### src/rtl/mem_arbiter.sv
// Two-port (CPU / DMA) arbiter sharing one synchronous-read RAM port; 3 cycles per access.
// Optional build macro ARB_ROUND_ROBIN_EN: unlocked ties alternate instead of favouring the CPU.
module mem_arbiter #(
    parameter int ADDR_WIDTH = 16,
    parameter int DATA_WIDTH = 8,
    parameter int MAX_LOCK   = 4
) (
    input  logic                  clk,
    input  logic                  reset,
    input  logic                  cpu_req,
    input  logic [ADDR_WIDTH-1:0] cpu_addr,
    input  logic [DATA_WIDTH-1:0] cpu_wdata,
    input  logic                  cpu_rw,
    output logic [DATA_WIDTH-1:0] cpu_rdata,
    output logic                  cpu_ack,
    input  logic                  dma_req,
    input  logic [ADDR_WIDTH-1:0] dma_addr,
    input  logic [DATA_WIDTH-1:0] dma_wdata,
    input  logic                  dma_rw,
    output logic [DATA_WIDTH-1:0] dma_rdata,
    output logic                  dma_ack,
    input  logic                  dma_lock,
    output logic                  owner_dma,
    output logic [ADDR_WIDTH-1:0] mem_addr,
    output logic [DATA_WIDTH-1:0] mem_wdata,
    output logic                  mem_we,
    input  logic [DATA_WIDTH-1:0] mem_rdata
);

    localparam logic [1:0] IDLE  = 2'd0;
    localparam logic [1:0] ISSUE = 2'd1;
    localparam logic [1:0] WAIT  = 2'd2;

    localparam int CNT_W = $clog2(MAX_LOCK + 1);
    localparam logic [CNT_W-1:0] LOCK_MAX = CNT_W'(MAX_LOCK);

    logic [1:0]       state;
    logic [CNT_W-1:0] lock_cnt;
    logic             lock_prev;   // previous grant was DMA with dma_lock high
    logic             is_read;
    logic             lock_active;
    logic             grant_cpu;
    logic             grant_dma;

`ifdef ARB_ROUND_ROBIN_EN
    logic             last_dma;
`endif

    // A still-held request in the ack cycle is a new access; acks only come from WAIT,
    // so a port can never see two acks in one cycle.
    always_comb begin
        lock_active = lock_prev && (lock_cnt < LOCK_MAX);
        grant_cpu   = 1'b0;
        grant_dma   = 1'b0;
        if (state == IDLE) begin
            if (cpu_req && dma_req) begin
                if (lock_active) begin
                    grant_dma = 1'b1;
                end else begin
`ifdef ARB_ROUND_ROBIN_EN
                    grant_cpu = last_dma;
                    grant_dma = ~last_dma;
`else
                    grant_cpu = 1'b1;
`endif
                end
            end else if (cpu_req) begin
                grant_cpu = 1'b1;
            end else if (dma_req) begin
                grant_dma = 1'b1;
            end
        end
    end

    always_ff @(posedge clk) begin
        if (reset) begin
            state     <= IDLE;
            lock_cnt  <= '0;
            lock_prev <= 1'b0;
            is_read   <= 1'b0;
            owner_dma <= 1'b0;
            mem_addr  <= '0;
            mem_wdata <= '0;
            mem_we    <= 1'b0;
            cpu_rdata <= '0;
            dma_rdata <= '0;
            cpu_ack   <= 1'b0;
            dma_ack   <= 1'b0;
`ifdef ARB_ROUND_ROBIN_EN
            last_dma  <= 1'b1;
`endif
        end else begin
            cpu_ack <= 1'b0;
            dma_ack <= 1'b0;
            case (state)
                IDLE: begin
                    if (grant_cpu || grant_dma) begin
                        mem_addr  <= grant_dma ? dma_addr  : cpu_addr;
                        mem_wdata <= grant_dma ? dma_wdata : cpu_wdata;
                        mem_we    <= grant_dma ? ~dma_rw   : ~cpu_rw;
                        is_read   <= grant_dma ? dma_rw    : cpu_rw;
                        owner_dma <= grant_dma;
                        state     <= ISSUE;
`ifdef ARB_ROUND_ROBIN_EN
                        last_dma  <= grant_dma;
`endif
                        if (grant_dma && dma_lock) begin
                            lock_prev <= 1'b1;
                            if (lock_cnt < LOCK_MAX) begin
                                lock_cnt <= lock_cnt + CNT_W'(1);
                            end
                        end else begin
                            lock_prev <= 1'b0;
                            lock_cnt  <= '0;
                        end
                    end
                end
                ISSUE: begin
                    mem_we <= 1'b0;
                    state  <= WAIT;
                end
                WAIT: begin
                    if (owner_dma) begin
                        dma_ack <= 1'b1;
                        if (is_read) begin
                            dma_rdata <= mem_rdata;
                        end
                    end else begin
                        cpu_ack <= 1'b1;
                        if (is_read) begin
                            cpu_rdata <= mem_rdata;
                        end
                    end
                    owner_dma <= 1'b0;
                    state     <= IDLE;
                end
                default: begin
                    state <= IDLE;
                end
            endcase
        end
    end

endmodule
### config.mk
export PLATFORM = sky130hd
export DESIGN_NAME = mem_arbiter
export DESIGN_NICKNAME = d
export VERILOG_FILES = /design/src/rtl/mem_arbiter.sv
export SDC_FILE = /design/constraint.sdc
export NUM_CORES = 1
export LEC_CHECK = 0
export CORE_ASPECT_RATIO = 1.4
export CORE_MARGIN = 2
export CORE_UTILIZATION = 30
export CTS_CLUSTER_DIAMETER = 30
export DETAILED_ROUTE_END_ITERATION = 7
export DONT_BUFFER_PORTS = 1
export GPL_ROUTABILITY_DRIVEN = 0
export PLACE_DENSITY_LB_ADDON = 0.12
export SLEW_MARGIN = 40
export SYNTH_ARGS = -nofsm -noshare
export SYNTH_HDL_FRONTEND = slang
export SYNTH_SLANG_ARGS = --single-unit
### constraint.sdc
create_clock -name clk -period 2.2 [get_ports clk]
set_input_delay 0.33 -clock clk [delete_from_list [all_inputs] [get_ports clk]]
set_output_delay 0.33 -clock clk [all_outputs]
set_load 0.01 [all_outputs]
==> results of run 1 <==
## logic make-up (layout without fill, tap and decap cells)
kind of cell               Yosys count  count (layout)  synth area share [%]
buffers and inverters               20              17                  4.22
AOI/OAI and AO/OA                   47              47                  12.8
adders and majority gates            1               1                 0.621
muxes                                9               9                  4.53
and+or+nand+nor                    118             118                  27.1
DFF                                 51              51                  50.7
## final cells by class
| class | count | area (um2) | area share, % |
|---|---|---|---|
| timing repair buffer | 6 | 57.6 | 2.63 |
| inverter | 3 | 11.3 | 0.515 |
| tap | 74 | 92.6 | 4.24 |
| clock inverter | 1 | 5.00 | 0.229 |
| multi-input combinational | 175 | 921 | 42.2 |
| sequential | 51 | 1020 | 46.7 |
| clock buffer | 7 | 76.3 | 3.49 |
## Yosys cell counts (all sizes together)
| master | count | share of area [%] |
|---|---|---|
| dfxtp | 51 | 51 |
| nor3 | 49 | 12 |
| nor2 | 36 | 6.7 |
| or3b | 1 | 0.43 |
| a22oi | 1 | 0.37 |
| or4 | 1 | 0.37 |
| clkbuf | 13 | 2.4 |
| inv | 3 | 0.56 |
| nor4 | 1 | 0.31 |
| or2b | 1 | 0.37 |
| and2 | 1 | 0.31 |
| mux2i | 8 | 4.0 |
| and3 | 2 | 0.62 |
| o21a | 2 | 0.74 |
| and2b | 1 | 0.37 |
| nand2 | 18 | 3.4 |
| a21o | 1 | 0.37 |
| nand4 | 2 | 0.62 |
| o31ai | 1 | 0.37 |
| o21ai | 28 | 7.0 |
| ha | 1 | 0.62 |
| a21boi | 1 | 0.37 |
| nand3 | 2 | 0.50 |
| o21ba | 1 | 0.50 |
| nor3b | 1 | 0.37 |
| mux2 | 1 | 0.56 |
| buf | 4 | 1.2 |
| nand2b | 2 | 0.62 |
| a21oi | 12 | 3.2 |
## through the flow
step	total power [mW]	util (%)	setup slack [ns]	area, um2
after floorplan	1.23	-	0.555	2020
after global placement	1.29	32.1	0.475	2100
after detailed placement	1.29	32.2	0.416	2100
after CTS	1.82	33.5	0.385	2180
after global routing	1.89	33.5	0.298	2180
final	1.77	33.5	0.416	2180
## worst paths after layout
path / endpoint / slack, ns / depth (start not counted)
hold / removal: dma_rdata[7] / 0.09 / 1
setup / recovery: lock_cnt[1] / 0.42 / 4
setup reg to reg: lock_cnt[1] / 0.42 / 4
hold reg to reg: lock_cnt[1] / 0.46 / 2
## registers in the layout, indices dropped and copies added, names as in the netlist
register	count
lock_prev	1
dma_ack	1
mem_wdata	8
mem_we	1
dma_rdata	8
cpu_ack	1
mem_addr	16
lock_cnt	3
state	2
is_read	1
owner_dma	1
cpu_rdata	8
## critical path, cell delays in order (launching register included)
cell     delay (ns)
dfxtp_1        0.34
or3b_1         0.41
a21o_1         0.31
or4_1          0.51
a21oi_1        0.15
## power breakdown
group          switching [mW]  total [mW]  internal (mW)
combinational           0.124       0.202         0.0779
clock                   0.289       0.512          0.224
sequential             0.0721        1.06          0.988
total                   0.485        1.77           1.29
## metal layers
metal	up-vias	share of wire [%]	GRT usage (%)
met2	74	49	24.7
met4	0	1.3	5.13
li1	836	-	-
met5	-	0	0
met3	7	8.7	4.60
met1	755	41	16.3
==> summary.txt, run 1 <==
Timing
  – Fin. Hold Viols: 0
  – Final setup vio count: 0
  – RSZ-0062 raised after global routing: no
  – Clock period minus worst slack: approximately 1.8 ns
  – Hold_ws: about 0.09 ns
  – Max_slew headroom: between 50% and 60%
  – Fin crit share: 81.1%
  – Final setup skew: approximately 0.0062 ns
  – Final Max Tran Viols: 0
  – Peak Freq: 560 MHz
  – Slew @ Worst Pin: 0.609 ns
  – Setup TNS: 0 ns

Pwr
  – PwrDens: between 800 and 900 nW/um2
  – Worst ir drop on vdd: 0.392 mV
  – Lkg Pwr: approximately 0.78 nW

Worst setup path
  – CP arrival: 2.02 ns
  – Worst reg2reg path startpoint: state[0]
  – CP startpoint kind: flip-flop
  – Critical Path RT: 2.43 ns
  – Critical path type: reg -> reg
  – Crit-path max FO: 12
  – CP Capture Type: flip-flop
  – Worst Setup SP: state[0]

Logic synthesis
  – Synthesized net count: between 300 and 400
  – Syn_area_per_cell: just over 8 um2
  – Distinct cells, synth: 32
  – Register area share after synthesis: approximately half
  – Synth Warn #: 0
  – Mapped Area: ~2000 um2
  – Synthesized instance count: approximately 250
  – Synth Register Bits: between 50 and 60

Placed design
  – Count of port buffers added during placement: 0
  – Post-DP HPWL: ~3800 um
  – Placed Cells: between 300 and 400

Clocking
  – CTS buffer count: 5
  – Clock-pin slew on the worst setup and hold paths: approximately 0.090 ns
  – Post-CTS Setup Bufs: 0
  – Root buf cell: clkbuf_8
  – CTS tree: done
  – H-tree levels: 2
  – Post-CTS Hold Fix Bufs: 0
  – Later-pin clock latency in the skew report: 0.29 ns
  – Clk buf depth: 2
  – Clock Sinks: just over 50
  – Post-CTS resize count: 0

Floorplan
  – Overall die height: 101 um
  – Core Rows: 35
  – Initial Util: between 30% and 40%
  – Core area: ~6500 um2
  – Die width: roughly 73 um
  – Io pins: 107
  – Die ar.: approximately 7400 um2

Detailed routing
  – WL/cell: roughly 17 um
  – DRC violation count after routing: 0
  – TritonRoute pass-1 iters: 4
  – Routed Antenna Nets: 0
  – Vias post-DR: approximately 1700
  – Routed wire length: between 5000 and 6000 um
  – DR vias/cell: ~5.3
  – First DRT Iteration DRCs: 43

Global routing
  – Antenna violations before repair: 0
  – Total track usage: approximately 14%
  – GRT overflow: 0
  – First-pass GRT wire length: between 8000 and 9000 um
  – Largest net degree at the start of global routing: 25
  – Vias in the first global route: approximately 1700

Finish
  – Most frequent cells in the layout: dfxtp_1 (51), nor3_1 (49), nor2_1 (36)
  – Fill count: between 600 and 700
  – Fin nets: 306
  – Diode count: 0
  – Count of non-filler cells in the finished layout: approximately 320
  – Area delta synth->final: 8.38%
  – Layout cells sized above 1: 6.58%
  – Commonest non-fill, non-tap cell in the layout: dfxtp_1

Run
  – Maxcap violations: 0

Status
  – Outcome: finished clean

Min path
  – Hold WC Path Type: in -> reg
  – HP Start: reset
No activity file was read; power rests on OpenSTA's default activity.
==> inputs of run 2 (changes only) <==
clock period = 1.7 ns   (was 2.2 ns; I/O delays follow)
==> run 2 against run 1 <==
  * Sequential power is 29% higher
  * Highest routed layer unchanged
  * Combinational power is 48% higher
  * Worst setup slack worse by 0.38 ns
  * Register-to-register slack worse by 0.38 ns
  * Critical path type unchanged
  * Largest cell class unchanged
  * Worst hold slack worse by 0.040 ns
  * Critical endpoint unchanged
  * Final area is 3.8% higher
  * Core utilization is 1.3 points higher
==> summary.txt, run 2 (synthesis results as in run 1) <==
Detailed routing
  – Routed wire length: 5410 um (was 5320 um)
  – DR vias/cell: 5.40 (was 5.27)
  – DRC violation count after routing: 0 (unchanged)
  – Routed Antenna Nets: 0 (unchanged)
  – WL/cell: 16.7 um (was 16.8 um)
  – First DRT Iteration DRCs: 27 (was 43)
  – Vias post-DR: 1749 (was 1672)
  – Met2 WL: 2650 um (was 2590 um)
  – WL met1: 2170 um (was 2200 um)
  – TritonRoute pass-1 iters: 4 (unchanged)
  – Met3 Routed Length: 509 um (was 464 um)
  – Max layer used: met4 (unchanged)

Worst setup path
  – Stages on worst setup path: 4 (unchanged)
  – R2R Setup Slk: 0.04 ns (was 0.42 ns)
  – Crit path cell chain: or3b_1 > a21o_1 > or4_1 > a21oi_1 (unchanged)
  – Largest stage delay, worst path: 0.47 ns (was 0.51 ns)
  – Critical Path RT: 1.93 ns (was 2.43 ns)
  – Worst Setup SP: state[0] (unchanged)
  – CP startpoint kind: flip-flop (unchanged)
  – Crit-path max FO: 5 (was 12)
  – Setup crit end: lock_cnt[1] (unchanged)
  – Worst reg2reg path startpoint: state[0] (unchanged)
  – CP Capture Type: flip-flop (unchanged)
  – Critical path type: reg -> reg (unchanged)
  – Reg2reg end: lock_cnt[1] (unchanged)
  – FF-to-FF path depth: 4 (unchanged)
  – Critical path's top delay family: simple AND/OR/NAND/NOR gates (unchanged)
  – Critical Path Slowest Stage Cell: or4_1 (unchanged)
  – Buf/Inv on CP: 0 (unchanged)
  – CP arrival: 1.89 ns (was 2.02 ns)

Global routing
  – Antenna violations before repair: 0 (unchanged)
  – Total track usage: 14.5% (was 14.4%)
  – GRT overflow: 0 (unchanged)
  – First-pass GRT wire length: 8240 um (was 8220 um)
  – Largest net degree at the start of global routing: 28 (was 25)
  – Vias in the first global route: 1658 (was 1679)

Floorplan
  – Die width: 73.3 um (unchanged)
  – Core Rows: 35 (unchanged)
  – Overall die height: 101 um (unchanged)
  – Initial Util: 30.9% (unchanged)
  – Io pins: 107 (unchanged)
  – Core area: 6530 um2 (unchanged)
  – Die ar.: 7400 um2 (unchanged)

Finish
  – Max FFs per register: 16 (unchanged)
  – Layout cells sized above 1: 9.20% (was 6.58%)
  – Area delta synth->final: 12.5% (was 8.38%)
  – Commonest non-fill, non-tap cell in the layout: dfxtp_1 (unchanged)
  – Biggest register: mem_addr (unchanged)
  – Fill count: 697 (was 691)
  – Most frequent cells in the layout: dfxtp_1 (50), nor3_1 (49), nor2_1 (36) (was dfxtp_1 (51), nor3_1 (49), nor2_1 (36))
  – Fin nets: 313 (was 306)
  – Diode count: 0 (unchanged)

Timing
  – Worst setup margin: 0.0351 ns (was 0.416 ns)
  – RSZ-0062 raised after global routing: no (unchanged)
  – Max_slew headroom: 51.5% (was 59.3%)
  – Final Max Tran Viols: 0 (unchanged)
  – Setup TNS: 0 ns (unchanged)
  – Clock period minus worst slack: 1.66 ns (was 1.78 ns)
  – Final setup vio count: 0 (unchanged)
  – Fin crit share: 97.9% (was 81.1%)
  – Fin. Hold Viols: 0 (unchanged)
  – Slew @ Worst Pin: 0.725 ns (was 0.609 ns)
  – Peak Freq: 601 MHz (was 560 MHz)
  – Final setup skew: 0.00633 ns (was 0.00618 ns)

Placed design
  – Post-DP HPWL: 3760 um (was 3770 um)
  – Dpl ws: 0.0429 ns (was 0.416 ns)
  – Count of port buffers added during placement: 0 (unchanged)

Clocking
  – CTS tree: done (unchanged)
  – Later-pin clock latency in the skew report: 0.30 ns (was 0.29 ns)
  – Clock Sinks: 51 (unchanged)
  – Clock-pin slew on the worst setup and hold paths: 0.09 ns (about the same)
  – Clk buf depth: 2 (unchanged)
  – CTS buffer count: 5 (unchanged)
  – H-tree levels: 2 (unchanged)
  – Root buf cell: clkbuf_8 (unchanged)

Pwr
  – Worst ir drop on vdd: 0.480 mV (was 0.392 mV)
  – Comb pwr share: 12.3% (was 11.4%)
  – Int Pwr: 1.77 mW (was 1.29 mW)
  – Sw frac: 27.2% (was 27.3%)
  – Sequential power share: 56.3% (was 59.7%)
  – Net Sw Power: 661 uW (was 485 uW)
  – Lkg Pwr: 0.821 nW (was 0.776 nW)
  – PwrDens: 1070 nW/um2 (was 812 nW/um2)
  – Clk pwr share: 31.4% (was 28.9%)

Run
  – Maxcap violations: 0 (unchanged)

Status
  – Outcome: finished clean (unchanged)

Min path
  – Hold WC Path Type: in -> reg (unchanged)
  – Min-Delay Path Depth: 1 (unchanged)
[run 2: timing repair]
action                                 4_1_cts  5_1_grt
buffers inserted                             0        1
hold buffers                                 1        1
gates resized for setup                      0        1
setup endpoints to repair                    0        1
endpoints found under the hold margin       19        3
[run 2: cell type report]
type / instances / area (um2) / area share, %
timing repair buffer: 13 / 128 / 5.63
inverter: 3 / 11.3 / 0.497
multi-input combinational: 175 / 913 / 40.3
clock buffer: 8 / 100 / 4.42
sequential: 51 / 1020 / 45.1
tap: 74 / 92.6 / 4.08
[run 2: per-layer routing]
layer  vias to the layer above  global-route usage [%]
met4                         0                    5.56
met2                        72                    24.6
met3                         8                    5.70
li1                        852                       -
met5                         -                       0
met1                       817                    15.9
[run 2: worst min-delay path by stage]
stage               startpoint      endpoint  slack [ns]
floorplan                reset  dma_rdata[0]        0.32
finish                   reset        mem_we        0.05
global placement         reset  dma_rdata[7]        0.33
CTS                      reset       cpu_ack       0.002
global route             reset        mem_we        0.03
detailed placement       reset  dma_rdata[7]        0.33
[run 2: through the flow]
| step | hold WS, ns | power, mW | instance area, um2 | cells | utilization, % |
|---|---|---|---|---|---|
| finish | 0.0501 | 2.43 | 2270 | 324 | 34.7 |
| global route | 0.0256 | 2.57 | 2270 | 324 | 34.7 |
| CTS | 0.00159 | 2.48 | 2250 | 322 | 34.5 |
| detailed placement | 0.328 | 1.69 | 2140 | 313 | 32.8 |
| global placement | 0.327 | 1.68 | 2140 | 313 | 32.8 |
| floorplan | 0.324 | 1.59 | 2020 | 246 | - |
[run 2: power by group through the flow]
stage / combinational (mW) / clock (mW) / sequential, mW
floorplan: 0.207 / 0 / 1.38
CTS: 0.297 / 0.812 / 1.37
finish: 0.298 / 0.766 / 1.37
detailed placement: 0.288 / 0 / 1.40
global route: 0.334 / 0.855 / 1.38
global placement: 0.284 / 0 / 1.40
[run 2: worst register-to-register path: stages (launching register included)]
cell,delay [ns]
dfxtp_2,0.34
or3b_1,0.40
a21o_1,0.23
or4_1,0.47
a21oi_1,0.15
==> inputs of run 3 (changes only) <==
CAP_MARGIN = 20   (was default)
TNS_END_PERCENT = 1   (was default)
==> results of run 3 <==
Final layout, timing and power as in run 2 (identical DEF).
